File: src/rtl/frame_update_sequencer.sv
// Runs the per-frame game-state update engines in fixed order during vertical blanking,
// using a one-hot req/ack handshake with a per-phase timeout and sticky error reporting.
module frame_update_sequencer #(
    parameter int NUM_PHASES = 4,
    parameter int VD         = 480,
    parameter int TIMEOUT    = 4096,
    parameter int FRAME_DIV  = 1,
    localparam int PW = (NUM_PHASES > 1) ? $clog2(NUM_PHASES) : 1,
    localparam int TW = (TIMEOUT > 1) ? $clog2(TIMEOUT) : 1,
    localparam int DW = (FRAME_DIV > 1) ? $clog2(FRAME_DIV) : 1
) (
    input  logic                  clk_100MHz,
    input  logic                  reset_n,
    input  logic                  enable,
    input  logic [9:0]            y,
    input  logic [NUM_PHASES-1:0] upd_ack,
    input  logic                  clr_err,
    output logic [NUM_PHASES-1:0] upd_req,
    output logic [PW-1:0]         phase_idx,
    output logic                  busy,
    output logic                  frame_done,
    output logic [15:0]           frame_cnt,
    output logic                  timeout_err,
    output logic [PW-1:0]         err_phase,
    output logic                  overrun,
    output logic [1:0]            dbg_state
);

    typedef enum logic [1:0] {
        S_IDLE = 2'd0,
        S_REQ  = 2'd1,
        S_GAP  = 2'd2,
        S_DONE = 2'd3
    } state_t;

    localparam logic [9:0] C_VD = 10'(VD);

    state_t                r_state;
    logic [9:0]            r_y_prev;
    logic [TW-1:0]         r_timer;
    logic [DW-1:0]         r_div_cnt;
    logic [NUM_PHASES-1:0] r_upd_req;
    logic [PW-1:0]         r_phase_idx;
    logic                  r_frame_done;
    logic [15:0]           r_frame_cnt;
    logic                  r_timeout_err;
    logic [PW-1:0]         r_err_phase;
    logic                  r_overrun;

    logic                  w_blank_start;
    logic                  w_disp_start;
    logic                  w_trigger;
    logic                  w_ack;
    logic                  w_expire;
    logic                  w_last;
    logic                  w_advance;
    logic                  w_to_set;
    logic                  w_ovr_set;
    logic [NUM_PHASES-1:0] w_next_req;

    assign w_blank_start = (y == C_VD) && (r_y_prev != C_VD);
    assign w_disp_start  = (y == 10'd0) && (r_y_prev != 10'd0);
    assign w_trigger     = w_blank_start && (r_div_cnt == '0) && enable && (r_state == S_IDLE);

    // Only the active phase's ack bit counts; an ack coinciding with expiry is a clean ack.
    assign w_ack      = upd_ack[r_phase_idx];
    assign w_expire   = (r_timer == TW'(TIMEOUT - 1));
    assign w_last     = (r_phase_idx == PW'(NUM_PHASES - 1));
    assign w_advance  = (r_state == S_REQ) && (w_ack || w_expire);
    assign w_to_set   = (r_state == S_REQ) && !w_ack && w_expire;
    assign w_ovr_set  = (r_state != S_IDLE) && (w_blank_start || w_disp_start);
    assign w_next_req = NUM_PHASES'(1) << (r_phase_idx + PW'(1));

    always_ff @(posedge clk_100MHz or negedge reset_n) begin
        if (!reset_n) begin
            r_state       <= S_IDLE;
            r_y_prev      <= '0;
            r_timer       <= '0;
            r_div_cnt     <= '0;
            r_upd_req     <= '0;
            r_phase_idx   <= '0;
            r_frame_done  <= 1'b0;
            r_frame_cnt   <= '0;
            r_timeout_err <= 1'b0;
            r_err_phase   <= '0;
            r_overrun     <= 1'b0;
        end else begin
            r_y_prev     <= y;
            r_frame_done <= 1'b0;

            if (w_blank_start) begin
                r_frame_cnt <= r_frame_cnt + 16'd1;
                r_div_cnt   <= (r_div_cnt == DW'(FRAME_DIV - 1)) ? '0 : r_div_cnt + DW'(1);
            end

            // Set events take priority over a simultaneous clear.
            if (w_to_set) begin
                r_timeout_err <= 1'b1;
                r_err_phase   <= r_phase_idx;
            end else if (clr_err) begin
                r_timeout_err <= 1'b0;
            end

            if (w_ovr_set) begin
                r_overrun <= 1'b1;
            end else if (clr_err) begin
                r_overrun <= 1'b0;
            end

            case (r_state)
                S_IDLE: begin
                    r_upd_req <= '0;
                    if (w_trigger) begin
                        r_state     <= S_REQ;
                        r_phase_idx <= '0;
                        r_timer     <= '0;
                        r_upd_req   <= NUM_PHASES'(1);
                    end
                end
                S_REQ: begin
                    r_timer <= r_timer + TW'(1);
                    if (w_advance) begin
                        r_upd_req <= '0;
                        if (w_last) begin
                            r_state      <= S_DONE;
                            r_frame_done <= 1'b1;
                        end else begin
                            r_state <= S_GAP;
                        end
                    end
                end
                S_GAP: begin
                    // One idle request cycle guarantees every request has a rising edge.
                    r_phase_idx <= r_phase_idx + PW'(1);
                    r_timer     <= '0;
                    r_upd_req   <= w_next_req;
                    r_state     <= S_REQ;
                end
                S_DONE: begin
                    r_upd_req <= '0;
                    r_state   <= S_IDLE;
                end
                default: begin
                    r_upd_req <= '0;
                    r_state   <= S_IDLE;
                end
            endcase
        end
    end

    assign upd_req     = r_upd_req;
    assign phase_idx   = r_phase_idx;
    assign busy        = (r_state != S_IDLE);
    assign frame_done  = r_frame_done;
    assign frame_cnt   = r_frame_cnt;
    assign timeout_err = r_timeout_err;
    assign err_phase   = r_err_phase;
    assign overrun     = r_overrun;
    assign dbg_state   = r_state;

endmodule

File: config.mk
export PLATFORM = sky130hd
export DESIGN_NAME = frame_update_sequencer
export DESIGN_NICKNAME = d
export VERILOG_FILES = /design/src/rtl/frame_update_sequencer.sv
export SDC_FILE = /design/constraint.sdc
export NUM_CORES = 1
export LEC_CHECK = 0
export BUFFER_PORTS_ARGS = -buffer_cell sky130_fd_sc_hd__buf_4
export CAP_MARGIN = 15
export CORE_ASPECT_RATIO = 0.7
export CORE_MARGIN = 2
export CORE_UTILIZATION = 58
export DETAILED_ROUTE_END_ITERATION = 8
export MAX_ROUTING_LAYER = met4
export PLACE_DENSITY = 0.92
export SETUP_SLACK_MARGIN = 0.05
export SLEW_MARGIN = 0
export SYNTH_ARGS = -nofsm -noshare
export SYNTH_HDL_FRONTEND = slang
export SYNTH_SLANG_ARGS = --single-unit
File: constraint.sdc
create_clock -name clk_100MHz -period 4.3 [get_ports clk_100MHz]
set_clock_uncertainty 0.1 [all_clocks]
set_input_delay 0 -clock clk_100MHz [delete_from_list [all_inputs] [get_ports clk_100MHz]]
set_output_delay 0 -clock clk_100MHz [all_outputs]
set_load 0.02 [all_outputs]
# == Word-level counts from Yosys, hierarchy flattened ==
# Cells that the tools add are included.
# totals
input_bits,18
ff_bits,52
out_inout_bits,30
# classes
add_sub_neg,4
mux,20
n_eq_ne,9
n_bitwise,1
n_shift,1
reduce_logical,23
order_cmp,1
# ops
cell,count
case mux 12 bit (3 select lines),1
"adder 16 x 1 -> 16 bit, second input constant",1
case mux 4 bit (4 select lines),1
"adder 12 x 1 -> 12 bit, second input constant",1
"equality test 12 bit, second input constant",1
two-way mux 12 bit,1
"equality test 10 x 9 -> 1 bit, second input constant",1
logical NOT 10 bit,1
two-way mux 1 bit,10
"inequality test 10 x 9 -> 1 bit, second input constant",1
nonzero test 10 bit,1
logical AND 1 bit,9
case mux 2 bit (4 select lines),1
nonzero test 2 bit,4
"equality test 2 bit, second input constant",3
two-way mux 2 bit,3
AND reduction 2 bit,3
two-way mux 4 bit,1
"inequality test 2 bit, second input constant",2
case mux 2 bit (2 select lines),1
"left shift 1 x 2 -> 4 bit, first input constant",1
"less-than comparator 2 x 3 -> 1 bit, second input constant",1
nonzero test 3 bit,1
"adder 2 x 1 -> 2 bit, second input constant",1
other kinds (7),8

# == Logic depth before layout (Yosys ltp) ==
# Gate-level depths: netlist of the first run.
# logic_depth
depth_word,7
depth_mapped,7
mapped_depth_nobuf,6

# == Worst setup path before layout of the first run ==
# OpenSTA, ideal clock, no wires.
# synth_path
path_kind,flip-flop to flip-flop
from,register r_y_prev[1]
to,"register r_upd_req[0], in the netlist upd_req[0]"
required_ns,4.082
setup_slack_ns,2.050
path_stages_with_launch,7
arrival_ns,2.032
period_less_slack_ns,2.250
path_cell_list,dfrtp_1 -> or4_4 -> or4_4 -> and2_4 -> buf_6 -> a32o_1 -> a21o_1
# synth_via
elab_chain_len,7
# synth_rtl
element,line_no,text
"start, declared",39,logic [9:0] r_y_prev;
"start signal, assigned",88,r_y_prev <= y;
inequality test 10 x 9 -> 1 bit,61,assign w_blank_start = (y == C_VD) && (r_y_prev != C_VD);
logical AND 1 bit,61,
logical AND 1 bit (3 in series),63,assign w_trigger = w_blank_start && (r_div_cnt == '0) && enable && (r_state == S_IDLE);
two-way mux 1 bit,113,if (w_trigger) begin
case mux 4 bit (4 select lines),110,case (r_state)
"end signal, assigned",136,r_upd_req <= w_next_req;
"end, declared",42,logic [NUM_PHASES-1:0] r_upd_req;
# Every way passes these cells.
# A chain may end at the register's enable or synchronous reset.

# == Worst setup path after layout of the first run ==
# layout_path
from,input y[0]
to,"register r_frame_cnt[12], in the netlist frame_cnt[12]"
# layout_via
elab_chain_len,2
# layout_rtl
element,line_no,text
"start, declared",15,"input logic [9:0] y,"
equality test 10 x 9 -> 1 bit,61,
logical AND 1 bit,61,
"end signal, assigned",92,r_frame_cnt <= r_frame_cnt + 16'd1;
"end, declared",45,logic [15:0] r_frame_cnt;
# Every way passes these cells.

==> metrics.md, run 1 <==
| Metric | Value |
|---|---|
| Status | finished clean |
| Post-Synth Adder-Cell Area | 3.65% |
| Cell Area, Placed | 2780 µm² |
| First-pass GRT wire length | 8380 µm |
| Die height | 57.8 µm |
| Port Buf Inserts | 47 |
| Largest family of logic cells by synthesized area | simple AND/OR/NAND/NOR gates |
| Vias in the first global route | 1,718 |
| Reg2Reg Depth | 4 |
| Clock Pin Slew Worst Setup and Hold Paths | 0.09 ns |
| Fmax | 438 MHz |
| Routability Congestion | 0.867 |
| Final Max Slew Viols | 0 |
| CP endpoint kind | flip-flop |
| Tot GR Track Use | 24.7% |
| Minimum clock period | 2.28 ns |
| Setup CP Type | input port to flip-flop |
| TritonCTS Buffers | 5 |
| Top Usage Layer GRT | met2 |
| Mapped cell area | 2400 µm² |
| Final TNS setup | 0 ns |
| Post-synthesis sequential area ratio | 53.2% |
| WL/cell | 15.5 µm |
| #FFs+latches synth | 51 |
| CTS max path bufs | 2 |
| Core Box Area | 3950 µm² |
| # diodes | 0 |
| Pre-CTS WS | 2.06 ns |
| Synth area leader | dfrtp_1 |
| RSZ-0062 raised after global routing | false |
| Worst skew pair latency | 0.30 ns |
| Global route total overflow | 0 |
| Arr. time, crit path | 2.40 ns |
| Initial Util | 60.8% |
| Post-synthesis xor/xnor area fraction | 5.47% |
| Worst Path Required | 4.42 ns |
| Post-layout util | 75.9% |
| Pwr Density | 397 nW/µm² |
| Post-Route WL | 5220 µm |
| Most common cell after layout, fill and taps aside | dfrtp_1 |
| Filler cell count | 279 |
| DRT iter0 DRCs | 207 |
| Clock Sink Count | 51 |
| DRC viols | 0 |
| DRT Pass-1 Iters | 4 |
| Post-synthesis mux area share | 1.41% |
| H-tree Lvls | 2 |
| Worst vdd ir | 0.277 mV |
| Most frequent cells in the layout | dfrtp_1, buf_4, nand2_1 |
| Antenna Nets Post-Route | 0 |
| Hold Path Depth | 4 |
| Die X-Extent | 80.9 µm |
| CTS tree | yes |
| Top-area cell type share of the netlist area | 53.2% |
| Initial antenna violation count | 0 |
| Post-synthesis compound-gate area fraction | 10.6% |
| Final nets | 308 |
| Worst-Margin Slew | 0.962 ns |
| Die area | 4680 µm² |
| Max-slew headroom | 35.6% |
| Pleak | 1.43 nW |
| Cells after Synth | 224 |
| Post-DP HPWL | 3640 µm |
| Yosys warns | 0 |
| Critical path startpoint category | input port |
| Netlist cell types | 43 |
| I/O Pins | 48 |
| Post-synthesis simple-gate area fraction | 22.9% |
| Area Growth Syn to Fin | 24.8% |
| Via count | 1,991 |
| Maximum fanout along the worst path | 6 |
| Hold crit path type | input port to flip-flop |
| Number of max-cap violations | 0 |
| Std-Cell Rows | 19 |
| Clock root buffer | clkbuf_8 |
| Top post-synthesis cells by area | dfrtp_1, nand3_1, ha_1 |
| Final Hold Violating Endpoints | 0 |
| Final Cell Area | 3000 µm² |
| Largest net degree at the start of global routing | 52 |
| Via-to-Cell Ratio | 5.93 |
| M2 GR Usage | 36.6% |
| Syn Nets | 249 |
| Mean Syn Cell Area | 10.7 µm² |
| Global-route met1 utilization | 35.3% |
| Layout cells sized above 1 | 22.2% |
| Period Utilization, post-route | 53.0% |
| Final WS setup | 2.02 ns |
| Met3 Resource Use GR | 7.01% |
| # setup viols final | 0 |
## worst paths after layout
check | from | end | slack [ns]
worst max-delay path | y[0] | frame_cnt[12]$_DFFE_PN0N_ | 2.02
min in group asynchronous | reset_n | r_y_prev[6]$_DFF_PN0_ | 0.15
worst max register to register | r_y_prev[1]$_DFF_PN0_ | dbg_state[0]$_DFFE_PN0P_ | 2.05
worst min register to register | frame_cnt[15]$_DFFE_PN0N_ | frame_cnt[15]$_DFFE_PN0N_ | 0.37
worst min-delay path | upd_ack[0] | dbg_state[1]$_DFFE_PN0P_ | 0.13
max in group asynchronous | reset_n | frame_cnt[4]$_DFFE_PN0N_ | 3.53
## registers in the layout, indices dropped and copies added (netlist names)
name / cells
dbg_state: 2
err_phase: 2
frame_cnt: 16
frame_done: 1
overrun: 1
phase_idx: 2
r_timer: 12
r_y_prev: 10
timeout_err: 1
upd_req: 4
## cells by family after synthesis
kind of cell,after synthesis
simple gates,99
xor+xnor,15
fa+ha+maj,7
flops,51
compound gates,34
buf+inv,16
mux,2
## routing by layer
metal | part of all wire [%] | up-vias
met5 | 0 | -
met4 | 0.29 | 0
met3 | 6.1 | 2
met2 | 47 | 79
met1 | 47 | 979
li1 | - | 931
## power by group
part	internal [mW]	total, mW	leakage (nW)	switching (mW)
combinational	0.123	0.279	0.714	0.156
clock	0.114	0.267	0.0412	0.153
sequential	0.541	0.643	0.671	0.102
## worst max-delay path, stage by stage
cell and delay (ns):
dlygate4sd3_1 0.54, buf_4 0.14, or4_4 0.52, nor4_4 0.36
nand3_1 0.26, nor4_1 0.38, xor2_1 0.19
## area by class of cell
| class | instances | area (µm²) | share of cell area, % |
|---|---|---|---|
| repair buffers | 60 | 483 | 16.1 |
| clock buffers | 6 | 72.6 | 2.42 |
| flip-flops and latches | 51 | 1280 | 42.6 |
| inverters | 8 | 30.0 | 1.00 |
| multi-input cells | 157 | 1060 | 35.3 |
| well taps | 52 | 65.1 | 2.17 |
| clock inverters | 2 | 12.5 | 0.418 |
## synthesized netlist by cell type
cell type,number
nor4_1,3
o311ai_0,5
nand4b_1,1
and3_2,1
a31oi_1,5
and3_1,4
dfrtp_1,51
nand3b_1,2
nor2_1,8
nand3_1,21
buf_1,1
o22ai_1,1
and2_1,6
nand4_1,8
clkbuf_1,6
nor4_4,1
mux4_2,1
ha_1,7
o211a_1,1
nor2b_1,3
and4_1,1
a31o_2,1
inv_1,8
a311o_1,1
o31ai_1,2
a22o_1,3
a32o_1,1
a2111o_1,1
o211ai_1,4
xor2_1,7
buf_6,1
mux2_2,1
or4_4,3
o21ai_0,6
or4_1,2
nand2b_1,3
xnor2_1,8
o221ai_1,1
nand2_1,22
and2_4,1
a21o_1,1
a21oi_1,1
nor3_1,9
## stage by stage
stage	hold slack, ns	total power, mW	instances
after floorplan	-0.396	0.803	224
after global placement	-0.0391	0.908	315
after detailed placement	-0.0394	0.920	315
after CTS	0.119	1.19	336
after global routing	0.136	1.26	336
final	0.129	1.19	336
## what timing repair did
| action | in CTS | in global routing |
|---|---|---|
| buffers inserted | 0 | 0 |
| hold buffers | 13 | 0 |
| gates resized for setup | 0 | 0 |
| endpoints found under the hold margin | 65 | 0 |
Power figures use the tool's default switching activity.
==> run 2, diff against run 1 <==
--- a/config.mk
+++ b/config.mk
@@ -9,10 +9,10 @@
 export CAP_MARGIN = 15
 export CORE_ASPECT_RATIO = 0.7
 export CORE_MARGIN = 2
-export CORE_UTILIZATION = 58
+export CORE_UTILIZATION = 49
 export DETAILED_ROUTE_END_ITERATION = 8
 export MAX_ROUTING_LAYER = met4
-export PLACE_DENSITY = 0.92
+export PLACE_DENSITY = 0.84
 export SETUP_SLACK_MARGIN = 0.05
 export SLEW_MARGIN = 0
 export SYNTH_ARGS = -nofsm -noshare
==> constraint.sdc (replaced) <==
create_clock -name clk_100MHz -period 1.9 [get_ports clk_100MHz]
set_clock_uncertainty 0.1 [all_clocks]
set_input_delay 0 -clock clk_100MHz [delete_from_list [all_inputs] [get_ports clk_100MHz]]
set_output_delay 0 -clock clk_100MHz [all_outputs]
set_load 0.02 [all_outputs]
==> metrics.md, run 2 (same netlist as run 1, synthesis figures left out) <==
| Metric | Value |
|---|---|
| Post-Route WL | 6060 µm (+16%) |
| Initial Util | 50.5% (-10 points) |
| Final non-filler cell total | 373 (+11%) |
| Post-DP HPWL | 4050 µm (+11%) |
| Port Buf Inserts | 47 (unchanged) |
| Worst-Margin Slew | 0.630 ns (-0.332 ns) |
| First-pass GRT wire length | 9920 µm (+18%) |
| TritonCTS Buffers | 5 (unchanged) |
| Antenna Nets Post-Route | 0 (unchanged) |
| Routability Congestion | 0.814 (-6.1%) |
| Global route total overflow | 0 (unchanged) |
| Critical path's slowest cell | or4_4 |
| Worst skew pair latency | 0.31 ns (about the same) |
| Buf+Inv Stages, Crit Path | 1 (-1) |
| CP most frequent cell | or4_4 |
| Largest net degree at the start of global routing | 52 (unchanged) |
| CP endpoint kind | flip-flop |
| Via count | 2,094 (+5.2%) |
| Final Max Slew Viols | 0 (unchanged) |
| Die area | 5480 µm² (+17%) |
| Critical path startpoint category | flip-flop |
| Worst vdd ir | 0.433 mV (+56%) |
| Top Usage Layer GRT | met2 |
| Critical path cell sequence | or4_4 -> or4_4 -> and2_4 -> buf_6 -> nand4_1 -> xnor2_1 |
| Worst Path Required | 2.03 ns (-2.39 ns) |
| # setup viols final | 33 (+33) |
| Seq pwr share | 45.9% (-8.2 points) |
| M2 GR Usage | 35.2% (-1.4 points) |
| Final nets | 328 (+6.5%) |
| DRT Pass-1 Iters | 4 (unchanged) |
| Status | finished with violations |
| Area Growth Syn to Fin | 40.8% |
| Pleak | 1.62 nW (+14%) |
| Most common cell after layout, fill and taps aside | buf_4 |
| Tot GR Track Use | 24.1% (-0.65 points) |
| Maximum fanout along the worst path | 8 (+2) |
| WL/cell | 16.3 µm (+4.7%) |
| Largest register FFs | 16 (unchanged) |
| Hold crit path type | input port to flip-flop |
| Arr. time, crit path | 2.28 ns (-0.12 ns) |
| Global-route met1 utilization | 32.4% (-2.9 points) |
| DRC viols | 0 (unchanged) |
| Post-layout util | 71.1% (-4.9 points) |
| Pwr Density | 900 nW/µm² (+130%) |
| Clock Pin Slew Worst Setup and Hold Paths | 0.10 ns (about the same) |
| CTS max path bufs | 2 (unchanged) |
| Std-Cell Rows | 21 (+2) |
| Clock power share | 21.7% (-0.7 points) |
| Number of max-cap violations | 0 (unchanged) |
| RSZ-0062 raised after global routing | true |
| Clock root buffer | clkbuf_8 |
| # diodes | 0 (unchanged) |
| Switching share of power | 36.4% (+1.9 points) |
| Initial antenna violation count | 0 (unchanged) |
| Core Box Area | 4760 µm² (+21%) |
| H-tree Lvls | 2 (unchanged) |
| Worst path max stage delay | 0.53 ns (about the same) |
| DP Cell Count | 349 (+11%) |
| Top Family by Delay on Critical Path | simple AND/OR/NAND/NOR gates |
| Vias in the first global route | 2,039 (+19%) |
| Filler cell count | 344 (+23%) |
| Setup CP Type | flip-flop to flip-flop |
| DRT iter0 DRCs | 133 (-36%) |
| CTS tree | yes |
| Period Utilization, post-route | 113% |
| I/O Pins | 48 (unchanged) |
| Clock Sink Count | 51 (unchanged) |
| Max-slew headroom | 58.0% (+22 points) |
| Sw power | 1.11 mW (+170%) |
| Fmax | 465 MHz |
| Int Power | 1.93 mW (+150%) |
| Final WS setup | -0.253 ns (-2.27 ns) |
| Die X-Extent | 87.7 µm (+8.4%) |
| Final Hold Violating Endpoints | 1 (+1) |
| Via-to-Cell Ratio | 5.61 (-5.3%) |
| Failing checks | hold timing, setup timing |
| Comb pwr share | 32.4% (+9.0 points) |
| Worst hold slack | -0.0111 ns (-0.140 ns) |
| Die height | 62.6 µm (+8.2%) |
| Layout cells sized above 1 | 35.5% (+13 points) |
| Pre-CTS WS | -0.288 ns (-2.35 ns) |
| Met3 Resource Use GR | 6.34% (-0.67 points) |
| Most frequent cells in the layout | buf_4, dfrtp_1, nand2_1 |
| Minimum clock period | 2.15 ns |
## run 2: cell types whose count changed in the layout (fill, tap and decap cells not counted), moves of 3 or more
cell | previous run | this run
o311ai_2 | 0 | 3
buf_4 | 47 | 62
nand3_2 | 0 | 10
o311ai_0 | 5 | 2
buf_6 | 0 | 5
nand3_1 | 21 | 9
## run 2: worst reg2reg max path, delay by kind of cell (launching register included)
kind | cells | cell delay, ns
and+or+nand+nor | 4 | 1.33
xor gates and xnor gates | 1 | 0.15
buffers and inverters | 1 | 0.13
DFF | 1 | 0.37
## run 2: path summary, 6_finish.rpt
check / start / to / slack, ns / cells after the start
max: r_y_prev[2]$_DFF_PN0_ / frame_cnt[6]$_DFFE_PN0N_ / -0.25 / 6
min: y[8] / overrun$_DFFE_PN0P_ / -0.01 / 4
max reg2reg: r_y_prev[2]$_DFF_PN0_ / frame_cnt[6]$_DFFE_PN0N_ / -0.25 / 6
min reg2reg: frame_cnt[15]$_DFFE_PN0N_ / frame_cnt[15]$_DFFE_PN0N_ / 0.38 / 1
max in group asynchronous: reset_n / r_timer[5]$_DFFE_PN0P_ / 1.13 / 2
min in group asynchronous: reset_n / r_timer[9]$_DFFE_PN0P_ / 0.14 / 2
## run 2: metrics by stage
| step | cell area (µm²) | TNS, ns | power, mW |
|---|---|---|---|
| 2_1_floorplan | 2410 | -1.36 | 1.82 |
| 3_3_place_gp | 2940 | -3.95 | 2.18 |
| 3_5_place_dp | 2940 | -4.82 | 2.23 |
| 4_1_cts | 3250 | -3.79 | 2.97 |
| 5_1_grt | 3380 | -6.39 | 3.21 |
| 6_report | 3380 | -4.34 | 3.04 |
## run 2: routing by layer
metal	wire (µm)	part of all wire, %
met5	0	0
met4	184	3.0
met3	364	6.0
met2	2900	48
met1	2610	43
## run 2: power groups by stage
stage	Combinational [mW]	Clock [mW]	Sequential [mW]
finish	0.984	0.661	1.40
global route	1.07	0.724	1.41
CTS	0.919	0.679	1.37
detailed placement	0.836	0	1.39
global placement	0.802	0	1.38
floorplan	0.386	0	1.43
## run 2: what timing repair did
action,4_1_cts,5_1_grt
hold endpoints to repair,65,0
buffers inserted,0,3
endpoints found under the setup margin,33,34
hold buffers,13,0
gates resized for setup,22,18
cloned,0,0
pin swaps,11,5
## run 2: final cells by class
cell class	instances	area (µm²)	share of cell area (%)
Multi-Input combinational cell	157	1240	36.7
Sequential cell	51	1280	37.8
Clock inverter	3	27.5	0.815
Inverter	8	30.0	0.889
Timing Repair Buffer	80	652	19.3
Tap cell	69	86.3	2.55
Clock buffer	5	68.8	2.04
==> run 3, diff against run 2 <==
--- a/config.mk
+++ b/config.mk
@@ -10,9 +10,11 @@
 export CORE_ASPECT_RATIO = 0.7
 export CORE_MARGIN = 2
 export CORE_UTILIZATION = 49
+export CTS_CLUSTER_SIZE = 20
 export DETAILED_ROUTE_END_ITERATION = 8
+export GPL_ROUTABILITY_DRIVEN = 0
 export MAX_ROUTING_LAYER = met4
-export PLACE_DENSITY = 0.84
+export PLACE_DENSITY = 0.78
 export SETUP_SLACK_MARGIN = 0.05
 export SLEW_MARGIN = 0
 export SYNTH_ARGS = -nofsm -noshare
==> metrics.md, run 3 (same netlist as run 1, synthesis figures left out) <==
| Metric | Value |
|---|---|
| Port Buf Inserts | 47 (unchanged) |
| Std-Cell Rows | 21 (unchanged) |
| TritonCTS Buffers | 5 (unchanged) |
| Reg2Reg Depth | 5 (-1) |
| Area Growth Syn to Fin | 42.5% |
| CTS tree | yes |
| RSZ-0062 raised after global routing | true |
| Die X-Extent | 87.7 µm (unchanged) |
| Final Hold Violating Endpoints | 0 (-1) |
| Largest register FFs | 16 (unchanged) |
| Worst vdd ir | 0.575 mV (+33%) |
| Worst-Margin Slew | 0.630 ns (+0.000331 ns) |
| Clock Pin Slew Worst Setup and Hold Paths | 0.09 ns (about the same) |
| # diodes | 0 (unchanged) |
| Initial Util | 50.5% (unchanged) |
| Minimum clock period | 2.16 ns (+0.00990 ns) |
| DRT Pass-1 Iters | 5 (+1) |
| Core Box Area | 4760 µm² (unchanged) |
| Final nets | 329 (+0.30%) |
| I/O Pins | 48 (unchanged) |
| Period Utilization, post-route | 114% (+0.52 points) |
| Setup CP Type | flip-flop to flip-flop |
| CP endpoint kind | flip-flop |
| Fmax | 462 MHz (-0.46%) |
| Comb pwr share | 29.9% (-2.5 points) |
| Filler cell count | 319 (-7.3%) |
| Hold crit path type | input port to flip-flop |
| Max-slew headroom | 57.6% (-0.41 points) |
| Post-DP HPWL | 4120 µm (+1.8%) |
| Vias in the first global route | 2,024 (-0.74%) |
| DP Cell Count | 351 (+0.57%) |
| Clock power share | 27.3% (+5.6 points) |
| Largest net degree at the start of global routing | 52 (unchanged) |
| Antenna Nets Post-Route | 0 (unchanged) |
| CTS max path bufs | 2 (unchanged) |
| Total Power | 3.22 mW (+5.9%) |
| Failing checks | setup timing |
| Final WS setup | -0.263 ns (-0.00989 ns) |
| Maximum fanout along the worst path | 6 (-2) |
| Arr. time, crit path | 2.26 ns (-0.02 ns) |
| Global route total overflow | 0 (unchanged) |
| Tot GR Track Use | 24.0% (-0.12 points) |
| Die area | 5480 µm² (unchanged) |
| Post-Route WL | 6090 µm (+0.49%) |
| Multi-input gate area | 1230 µm² (-0.81%) |
| Worst skew pair latency | 0.30 ns (about the same) |
| DRT iter0 DRCs | 224 (+68%) |
| Via-to-Cell Ratio | 5.71 (+1.8%) |
| DRC viols | 0 (unchanged) |
| Worst Path Required | 1.99 ns (-0.04 ns) |
| Pwr Density | 941 nW/µm² (+4.6%) |
| Final Max Slew Viols | 0 (unchanged) |
| Die height | 62.6 µm (unchanged) |
| Pre-CTS WS | -0.257 ns (+0.0306 ns) |
| Clock root buffer | clkbuf_8 |
| Status | finished with violations |
| Most frequent cells in the layout | buf_4, dfrtp_1, nand3_1 |
| Layout cells sized above 1 | 34.8% (-0.77 points) |
| Switching share of power | 32.3% (-4.1 points) |
| Hold Crit Start | y[8] |
| Int Power | 2.18 mW (+13%) |
| Hold Path Depth | 4 (unchanged) |
| First-pass GRT wire length | 9910 µm (about the same) |
| WL/cell | 16.3 µm (+0.23%) |
| Worst Setup SP | r_y_prev[2]$_DFF_PN0_ |
| Final non-filler cell total | 374 (+0.27%) |
| Pleak | 1.66 nW (+2.4%) |
| H-tree Lvls | 2 (unchanged) |
| FF-to-FF Start | r_y_prev[2]$_DFF_PN0_ |
| Critical path startpoint category | flip-flop |
| # setup viols final | 33 (unchanged) |
| Via count | 2,137 (+2.1%) |
| Register area | 1280 µm² (unchanged) |
| Seq pwr share | 42.8% (-3.1 points) |
| Number of max-cap violations | 0 (unchanged) |
| Sw power | 1.04 mW (-6.0%) |
| Clock Sink Count | 51 (unchanged) |
| Most common cell after layout, fill and taps aside | buf_4 |
| Initial antenna violation count | 0 (unchanged) |
[run 3: changes by cell type in the layout (fill, tap and decap cells not counted), sizes merged]
| cell | delta |
|---|---|
| clkinv | -1 |
| inv | -1 |
| clkinvlp | -1 |
| clkbuf | +1 |
| buf | +1 |
| bufinv | +2 |
[run 3: area by class of cell]
cell class	count	area share, %
inverters	8	0.878
well taps	69	2.52
flip-flops and latches	51	37.3
clock inverters	2	1.76
multi-input cells	157	35.9
clock buffers	6	2.12
repair buffers	81	19.5
[run 3: worst paths after layout]
kind | to | slack [ns]
min in group asynchronous | r_y_prev[8]$_DFF_PN0_ | 0.15
min | overrun$_DFFE_PN0P_ | 0.04
max | upd_req[0]$_DFFE_PN0P_ | -0.26
max in group asynchronous | r_timer[3]$_DFFE_PN0P_ | 1.12
min reg2reg | frame_cnt[15]$_DFFE_PN0N_ | 0.38
max reg2reg | upd_req[0]$_DFFE_PN0P_ | -0.26
[run 3: per-layer routing]
layer  wire (µm)  track usage, %  up-vias
met5           0               -        -
met4          64            5.77        0
met3         361            4.76        6
met2        2770            34.3       94
met1        2900            35.3     1056
li1            -               -      981
[run 3: through the flow]
step	hold slack (ns)	cell area, µm²	util (%)	setup TNS [ns]
after floorplan	-0.396	2410	-	-1.36
after global placement	-0.0345	2960	62.3	-3.12
after detailed placement	-0.0369	2960	62.3	-4.31
after CTS	0.0000301	3330	70.0	-4.25
after global routing	0.0378	3420	72.0	-7.48
final	0.0396	3420	72.0	-5.75
[run 3: power by group through the flow]
stage               registers [mW]  clock network (mW)  logic (mW)
floorplan                     1.43                   0       0.386
detailed placement            1.39                   0       0.850
finish                        1.38               0.879       0.962
global placement              1.39                   0       0.833
global route                  1.40               0.939        1.05
CTS                           1.37               0.878       0.903
[run 3: timing repair]
action                                 in CTS  in global routing
buffers inserted                            2                  0
resized for setup                          19                 18
endpoints found under the hold margin      64                  0
hold buffers                               13                  0
setup endpoints to repair                  33                 35
pin swaps                                   7                  9
[run 3: critical path, stage by stage (launching register included)]
cell and delay (ns):
dfrtp_1 0.39, or4_4 0.54, or4_4 0.46, and2_4 0.20, a32o_1 0.22, a21o_1 0.15
